File: config.mk
export PLATFORM = sky130hd
export DESIGN_NAME = odelay_load_sequencer
export DESIGN_NICKNAME = d
export VERILOG_FILES = /design/src/rtl/odelay_load_sequencer_pkg.sv /design/src/rtl/odelay_shadow_regs.sv /design/src/rtl/odelay_load_sequencer.sv
export SDC_FILE = /design/constraint.sdc
export NUM_CORES = 1
export LEC_CHECK = 0
export CORE_MARGIN = 1
export CORE_UTILIZATION = 38
export DETAILED_ROUTE_END_ITERATION = 10
export DONT_BUFFER_PORTS = 1
export GPL_ROUTABILITY_DRIVEN = 0
export PLACE_DENSITY_LB_ADDON = 0.12
export RECOVER_POWER = 100
export SLEW_MARGIN = 20
export SYNTH_ARGS = -nofsm -noshare
export SYNTH_HDL_FRONTEND = slang
export SYNTH_SLANG_ARGS = --single-unit
File: constraint.sdc
create_clock -name clk -period 5.35 [get_ports clk]
set_input_delay 1.07 -clock clk [delete_from_list [all_inputs] [get_ports clk]]
set_output_delay 1.07 -clock clk [all_outputs]
set_load 0.03 [all_outputs]
File: src/rtl/odelay_load_sequencer_pkg.sv
// Shared PHY definitions for the output-delay load sequencer: FSM encoding,
// delay-field widths and the fine-step saturation helper.
package odelay_load_sequencer_pkg;

  localparam int unsigned COARSE_W = 5;
  localparam int unsigned FINE_W   = 3;
  localparam logic [FINE_W-1:0] FINE_MAX = 3'd4;

  typedef enum logic [1:0] {
    ST_IDLE   = 2'd0,
    ST_LOAD   = 2'd1,
    ST_SET    = 2'd2,
    ST_SETTLE = 2'd3
  } seq_state_e;

  function automatic logic fine_over(input logic [COARSE_W+FINE_W-1:0] d);
    return d[FINE_W-1:0] > FINE_MAX;
  endfunction

  // Clamp the fine step to FINE_MAX, leaving the coarse tap untouched.
  function automatic logic [COARSE_W+FINE_W-1:0] sat_delay(input logic [COARSE_W+FINE_W-1:0] d);
    logic [COARSE_W-1:0] coarse;
    coarse = d[COARSE_W+FINE_W-1:FINE_W];
    return fine_over(d) ? {coarse, FINE_MAX} : d;
  endfunction

endpackage

File: src/rtl/odelay_shadow_regs.sv
// Per-lane shadow delay registers with dirty bits, a single write port and a
// scan read port that clears the scanned lane's dirty bit.
module odelay_shadow_regs
  import odelay_load_sequencer_pkg::*;
#(
  parameter int unsigned NUM_LANES  = 10,
  parameter int unsigned LANE_BITS  = 4,
  parameter logic [7:0]  DELAY_INIT = 8'h00
) (
  input  logic                 clk,
  input  logic                 rst,
  input  logic                 wr_en,
  input  logic [LANE_BITS-1:0] wr_lane,
  input  logic [7:0]           wr_data,
  input  logic [LANE_BITS-1:0] rd_lane,
  input  logic                 clr_en,
  output logic [7:0]           rd_data,
  output logic                 rd_dirty
);

  logic [7:0]           shadow_q [NUM_LANES];
  logic [7:0]           shadow_d [NUM_LANES];
  logic [NUM_LANES-1:0] dirty_q;
  logic [NUM_LANES-1:0] dirty_d;

  always_comb begin
    shadow_d = shadow_q;
    dirty_d  = dirty_q;
    rd_data  = DELAY_INIT;
    rd_dirty = 1'b0;
    for (int unsigned i = 0; i < NUM_LANES; i++) begin
      if (wr_en && (wr_lane == LANE_BITS'(i))) begin
        shadow_d[i] = wr_data;
        dirty_d[i]  = 1'b1;
      end
      // A scan clear beats a same-edge write: the read port forwards that write.
      if (clr_en && (rd_lane == LANE_BITS'(i))) begin
        dirty_d[i] = 1'b0;
      end
      if (rd_lane == LANE_BITS'(i)) begin
        rd_data  = shadow_q[i];
        rd_dirty = dirty_q[i];
      end
    end
    if (wr_en && (wr_lane == rd_lane)) begin
      rd_data  = wr_data;
      rd_dirty = 1'b1;
    end
  end

  always_ff @(posedge clk or posedge rst) begin
    if (rst) begin
      for (int unsigned i = 0; i < NUM_LANES; i++) begin
        shadow_q[i] <= DELAY_INIT;
      end
      dirty_q <= '0;
    end else begin
      shadow_q <= shadow_d;
      dirty_q  <= dirty_d;
    end
  end

endmodule

File: src/rtl/odelay_load_sequencer.sv
// Sequences shadowed per-lane delay updates onto a shared delay bus: per-lane
// load strobes for changed lanes, then one broadcast set, then a settle window.
module odelay_load_sequencer
  import odelay_load_sequencer_pkg::*;
#(
  parameter int unsigned NUM_LANES     = 10,
  parameter int unsigned LANE_BITS     = 4,
  parameter int unsigned SETTLE_CYCLES = 4,
  parameter logic [7:0]  DELAY_INIT    = 8'h00
) (
  input  logic                 clk,
  input  logic                 rst,
  input  logic                 wr_valid,
  output logic                 wr_ready,
  input  logic [LANE_BITS-1:0] wr_lane,
  input  logic [7:0]           wr_delay,
  input  logic                 apply,
  output logic                 busy,
  output logic                 done,
  output logic                 err,
  input  logic                 err_clr,
  output logic [7:0]           dly_data,
  output logic [NUM_LANES-1:0] dly_ld,
  output logic                 dly_set
);

  localparam logic [LANE_BITS-1:0] LAST_LANE   = LANE_BITS'(NUM_LANES - 1);
  localparam logic [7:0]           LAST_SETTLE = 8'(SETTLE_CYCLES - 1);

  seq_state_e           state_q, state_d;
  logic [LANE_BITS-1:0] k_q, k_d;
  logic [7:0]           settle_q, settle_d;
  logic                 pend_q, pend_d;
  logic                 ready_q, ready_d;
  logic                 err_q, err_d;
  logic                 done_q, done_d;
  logic                 dly_set_q, dly_set_d;
  logic [7:0]           dly_data_q, dly_data_d;
  logic [NUM_LANES-1:0] dly_ld_q, dly_ld_d;

  logic                 wr_fire, lane_ok, sh_wr_en, clr_en, go;
  logic [7:0]           sh_wr_data, rd_data;
  logic                 rd_dirty;

  odelay_shadow_regs #(
    .NUM_LANES (NUM_LANES),
    .LANE_BITS (LANE_BITS),
    .DELAY_INIT(DELAY_INIT)
  ) u_shadow (
    .clk     (clk),
    .rst     (rst),
    .wr_en   (sh_wr_en),
    .wr_lane (wr_lane),
    .wr_data (sh_wr_data),
    .rd_lane (k_d),
    .clr_en  (clr_en),
    .rd_data (rd_data),
    .rd_dirty(rd_dirty)
  );

  always_comb begin
    wr_fire    = wr_valid && ready_q;
    lane_ok    = 32'(wr_lane) < NUM_LANES;
    sh_wr_en   = wr_fire && lane_ok;
    sh_wr_data = sat_delay(wr_delay);
    err_d      = (err_q && !err_clr) || (wr_fire && (!lane_ok || fine_over(wr_delay)));

    state_d    = state_q;
    k_d        = k_q;
    settle_d   = settle_q;
    pend_d     = pend_q || (apply && (state_q != ST_IDLE));
    go         = apply || pend_q;

    unique case (state_q)
      ST_IDLE: begin
        if (go) begin
          state_d = ST_LOAD;
          k_d     = '0;
          pend_d  = 1'b0;
        end
      end
      ST_LOAD: begin
        if (k_q == LAST_LANE) begin
          state_d = ST_SET;
        end else begin
          k_d = k_q + 1'b1;
        end
      end
      ST_SET: begin
        state_d  = ST_SETTLE;
        settle_d = '0;
      end
      ST_SETTLE: begin
        if (settle_q == LAST_SETTLE) begin
          // A merged pending apply restarts straight from the done cycle.
          if (go) begin
            state_d = ST_LOAD;
            k_d     = '0;
            pend_d  = 1'b0;
          end else begin
            state_d = ST_IDLE;
          end
        end else begin
          settle_d = settle_q + 8'd1;
        end
      end
      default: state_d = ST_IDLE;
    endcase

    // Outputs are registered, so they are derived from the next state.
    clr_en     = 1'b0;
    dly_ld_d   = '0;
    dly_data_d = dly_data_q;
    if (state_d == ST_LOAD) begin
      clr_en     = 1'b1;
      dly_data_d = rd_data;
      for (int unsigned i = 0; i < NUM_LANES; i++) begin
        dly_ld_d[i] = rd_dirty && (k_d == LANE_BITS'(i));
      end
    end
    dly_set_d = (state_d == ST_SET);
    done_d    = (state_d == ST_SETTLE) && (settle_d == LAST_SETTLE);
    ready_d   = (state_d == ST_IDLE);
  end

  always_ff @(posedge clk or posedge rst) begin
    if (rst) begin
      state_q    <= ST_IDLE;
      k_q        <= '0;
      settle_q   <= '0;
      pend_q     <= 1'b0;
      ready_q    <= 1'b0;
      err_q      <= 1'b0;
      done_q     <= 1'b0;
      dly_set_q  <= 1'b0;
      dly_data_q <= DELAY_INIT;
      dly_ld_q   <= '0;
    end else begin
      state_q    <= state_d;
      k_q        <= k_d;
      settle_q   <= settle_d;
      pend_q     <= pend_d;
      ready_q    <= ready_d;
      err_q      <= err_d;
      done_q     <= done_d;
      dly_set_q  <= dly_set_d;
      dly_data_q <= dly_data_d;
      dly_ld_q   <= dly_ld_d;
    end
  end

  assign wr_ready = ready_q;
  assign busy     = (state_q != ST_IDLE);
  assign done     = done_q;
  assign err      = err_q;
  assign dly_data = dly_data_q;
  assign dly_ld   = dly_ld_q;
  assign dly_set  = dly_set_q;

endmodule

==> impl_metrics.toml <==
[final_layout]
post_route_cells_drive_above_1_share = 0.153
count_of_inserted_antenna_diode_cells = 0
layoutNonFillerInstCount = 848
finalCoreUtilization = 0.437
area_growth_syn_to_layout_pct = 10.5
num-nets-final = 644

[power_and_ir_drop]
cellPowerDensity_mw_per_mm2 = 645
leakage_nw = 3.15
peakVddDrop_mv = 0.256

[yosys]
synth_top_cell_area_share = 0.498
synth_flop_cell = "dfrtp_1"
synth-warning-count = 0
synth_top_cells_by_area = "dfrtp_1 (50%), mux2_2 (8.7%), nand2_1 (5.0%), o21ai_0 (4.4%), nor2_1 (3.2%)"
seq_area_frac_synth = 0.498
syn-cell-area_mm2 = 0.00638
synth.lib_cells_used.distinct = 68
post_syn_instances = 626
synth_edf_count = 0
ys_seq_elements = 127
syn-mean-instance-area_um2 = 10.2
synth_top_cell_by_area = "dfrtp_1"
syn-num-nets = 650
synth_async_sr_flop_share = 1.00

[setup_path]
rr_endpoint = "dly_ld[1]"
maximum_fanout_count_along_the_critical_path = 35
worstPathRequired_ps = 5670
critical_path.endpoint_type = "flop"
critPathKind = "reg -> reg"
regToRegStartpoint = "state_q[0]"
worstPathArrival_ps = 4820
startpoint_type = "flop"
worst_r2r_path_depth = 12
reg2reg_slack_ps = 860

[global_route]
grt_start_max_net_pins = 73
antenna_violations_before_repair = 0
grt_first_pass_wirelength_mm = 29.5
grt.total_usage = 0.224
grt_overflow_total = 0
first_global_vias = 5071

[clock_tree]
tritoncts.num_buffers = 17
clock_sink_count = 127
ctsHoldBuffers = 0
cts-resized-gates = 0
clock_edge_transition_at_the_registers_on_the_reported_setup_and_hold_paths_ps = 60
clock-root-buffer = "clkbuf_16"
h-tree-depth = 4
clock_tree_from_tritoncts = "built"
worst_skew_pair.late_latency_ps = 420
post_cts.repair.setup_buffers = 0
ctsLongestPathBuffers = 2

[outcome]
violations_in_the_final_reports = "max-capacitance violations, max-slew violations"
run_status = "complete, but fails checks"

[sta]
tightestPinTransition_ps = 3260
whs_ps = 478
share_of_the_clock_period_used_by_the_worst_path = 0.840
finalHoldViolCount = 0
finalWorstSetupSlack_ps = 855
tns_ps = 0
fmax_mhz = 222
total_setup_violations_reported_at_the_end_of_the_flow = 0
final.setup_skew_ps = 8.02
max_slew_margin = -1.18
rsz0062_at_grt = "no"
layout_min_cycle_time_ps = 4490
final-max-slew-violation-count = 73

[routing]
avgRoutedWirePerCell_um = 21.5
drc = 0
first_iter_violations = 482
vias_per_cell = 5.85
antenna_left = 0
routed_wirelength_mm = 18.2
drtPass1Iterations = 5
routed-via-count = 4964

[floorplan]
num_rows = 46
start_util = 0.396
die_y_um = 132
num_io_pins = 40
design.die.area_mm2 = 0.0173
die_w_um = 132
core_mm2 = 0.0161

[min_path]
min_path_type = "reg -> reg"
hp-start = "u_shadow.shadow_q[12]"
hold_depth = 2
hold-path-endpoint = "u_shadow.shadow_q[12]"

[placement]
preCtsSetupSlack_ps = 1280
dp_hpwl_mm = 12.4
port-buffer-count = 0
post-place-cells = 817

[run]
maxCapViolCount = 1
[power breakdown]
group | switching, mW | internal [mW]
sequential | 0.339 | 1.28
combinational | 1.12 | 0.664
clock | 0.433 | 0.707
total | 1.89 | 2.65
[state kept, by name (all words and copies together), names as in the netlist]
| name | count |
|---|---|
| dly_data | 8 |
| k_q | 4 |
| wr_ready | 1 |
| dly_ld | 10 |
| done | 1 |
| err | 1 |
| state_q | 2 |
| u_shadow.shadow_q | 80 |
| dly_set | 1 |
| pend_q | 1 |
| u_shadow.dirty_q | 10 |
| settle_q | 8 |
[worst max-delay path by stage]
| stage | from | end | slack [ps] | cells past startpoint |
|---|---|---|---|---|
| after global routing | state_q[0] | dly_ld[1] | 580 | 12 |
| after detailed placement | apply | dly_data[3] | 1280 | 9 |
| after global placement | apply | dly_ld[1] | 1310 | 10 |
| after floorplan | rst | dly_data[0] | 900 | 1 |
| after CTS | settle_q[0] | dly_data[3] | 1400 | 10 |
| final | state_q[0] | dly_ld[1] | 860 | 12 |
[cell type report]
| cell class | instances | area (um^2) |
|---|---|---|
| flip-flops and latches | 127 | 3180 |
| clock inverters | 9 | 110 |
| multi-input cells | 446 | 2900 |
| inverters | 20 | 76.3 |
| well taps | 216 | 270 |
| fillers | 1588 | 9070 |
| repair buffers | 8 | 48.8 |
| clock buffers | 22 | 464 |
[metrics by stage]
step	area, um^2	power [mW]
2_1_floorplan	6380	2.98
3_3_place_gp	6560	3.43
3_5_place_dp	6560	3.46
4_1_cts	7130	4.61
5_1_grt	7050	4.82
6_report	7050	4.54
[synth_stat cells (3+ instances only)]
| cell | number |
|---|---|
| mux2_2 | 49 |
| a22oi_1 | 4 |
| buf_2 | 7 |
| o211a_1 | 8 |
| nor2b_1 | 5 |
| nand3_1 | 17 |
| xnor2_1 | 3 |
| o221ai_1 | 4 |
| ha_1 | 7 |
| a221oi_1 | 3 |
| a21oi_1 | 24 |
| nor2_1 | 54 |
| a31oi_1 | 7 |
| nor3_2 | 3 |
| a21boi_0 | 7 |
| o21ai_0 | 56 |
| o2bb2ai_1 | 3 |
| dfrtp_1 | 127 |
| inv_1 | 17 |
| buf_6 | 3 |
| a211oi_2 | 6 |
| nor3_1 | 3 |
| mux2i_1 | 7 |
| o22ai_1 | 14 |
| clkbuf_1 | 21 |
| nand2_1 | 85 |
| o31ai_1 | 4 |
| o21a_1 | 6 |
| nand2b_1 | 10 |
| or3_1 | 4 |
| and3_1 | 4 |
[cells in the final DEF, fill, tap and decap left out, types with 7 or more instances in the layout]
master,instances
o21ai_0,56
ha_1,7
clkbuf_16,17
a21oi_1,24
inv_1,18
nand2_1,85
mux2i_1,8
nand3_1,17
o22ai_1,14
nor2_1,55
a31oi_1,7
o211a_1,8
a21boi_0,7
a211oi_1,8
mux2_2,49
nand2b_1,10
dfrtp_1,127
[worst max-delay path, cell delays in order (launching register included)]
cell and delay (ps):
dfrtp_1 460, inv_1 130, ha_1 180, or3b_2 490
a32oi_1 580, o32ai_4 280, buf_4 290, inv_1 840
o211ai_1 210, a31oi_1 240, o221ai_1 130, o2111a_1 280
nor4_2 270
[kinds of logic after synthesis]
| kind of cell | synth area share |
|---|---|
| adders and majority gates | 0.0137 |
| xor gates and xnor gates | 0.00549 |
| muxes | 0.0997 |
| AOI/OAI and AO/OA | 0.190 |
| buffers and inverters | 0.0373 |
| and+or+nand+nor | 0.156 |
| DFF | 0.498 |
[per-layer routing]
metal / vias up / track usage / part of all wire
met1: 2521 / 0.303 / 0.46
met4: 0 / 0.0969 / 0.029
met5: - / 0 / 0
met3: 44 / 0.0513 / 0.055
li1: 2241 / - / -
met2: 158 / 0.343 / 0.45
(Power assumes the default switching activity.)
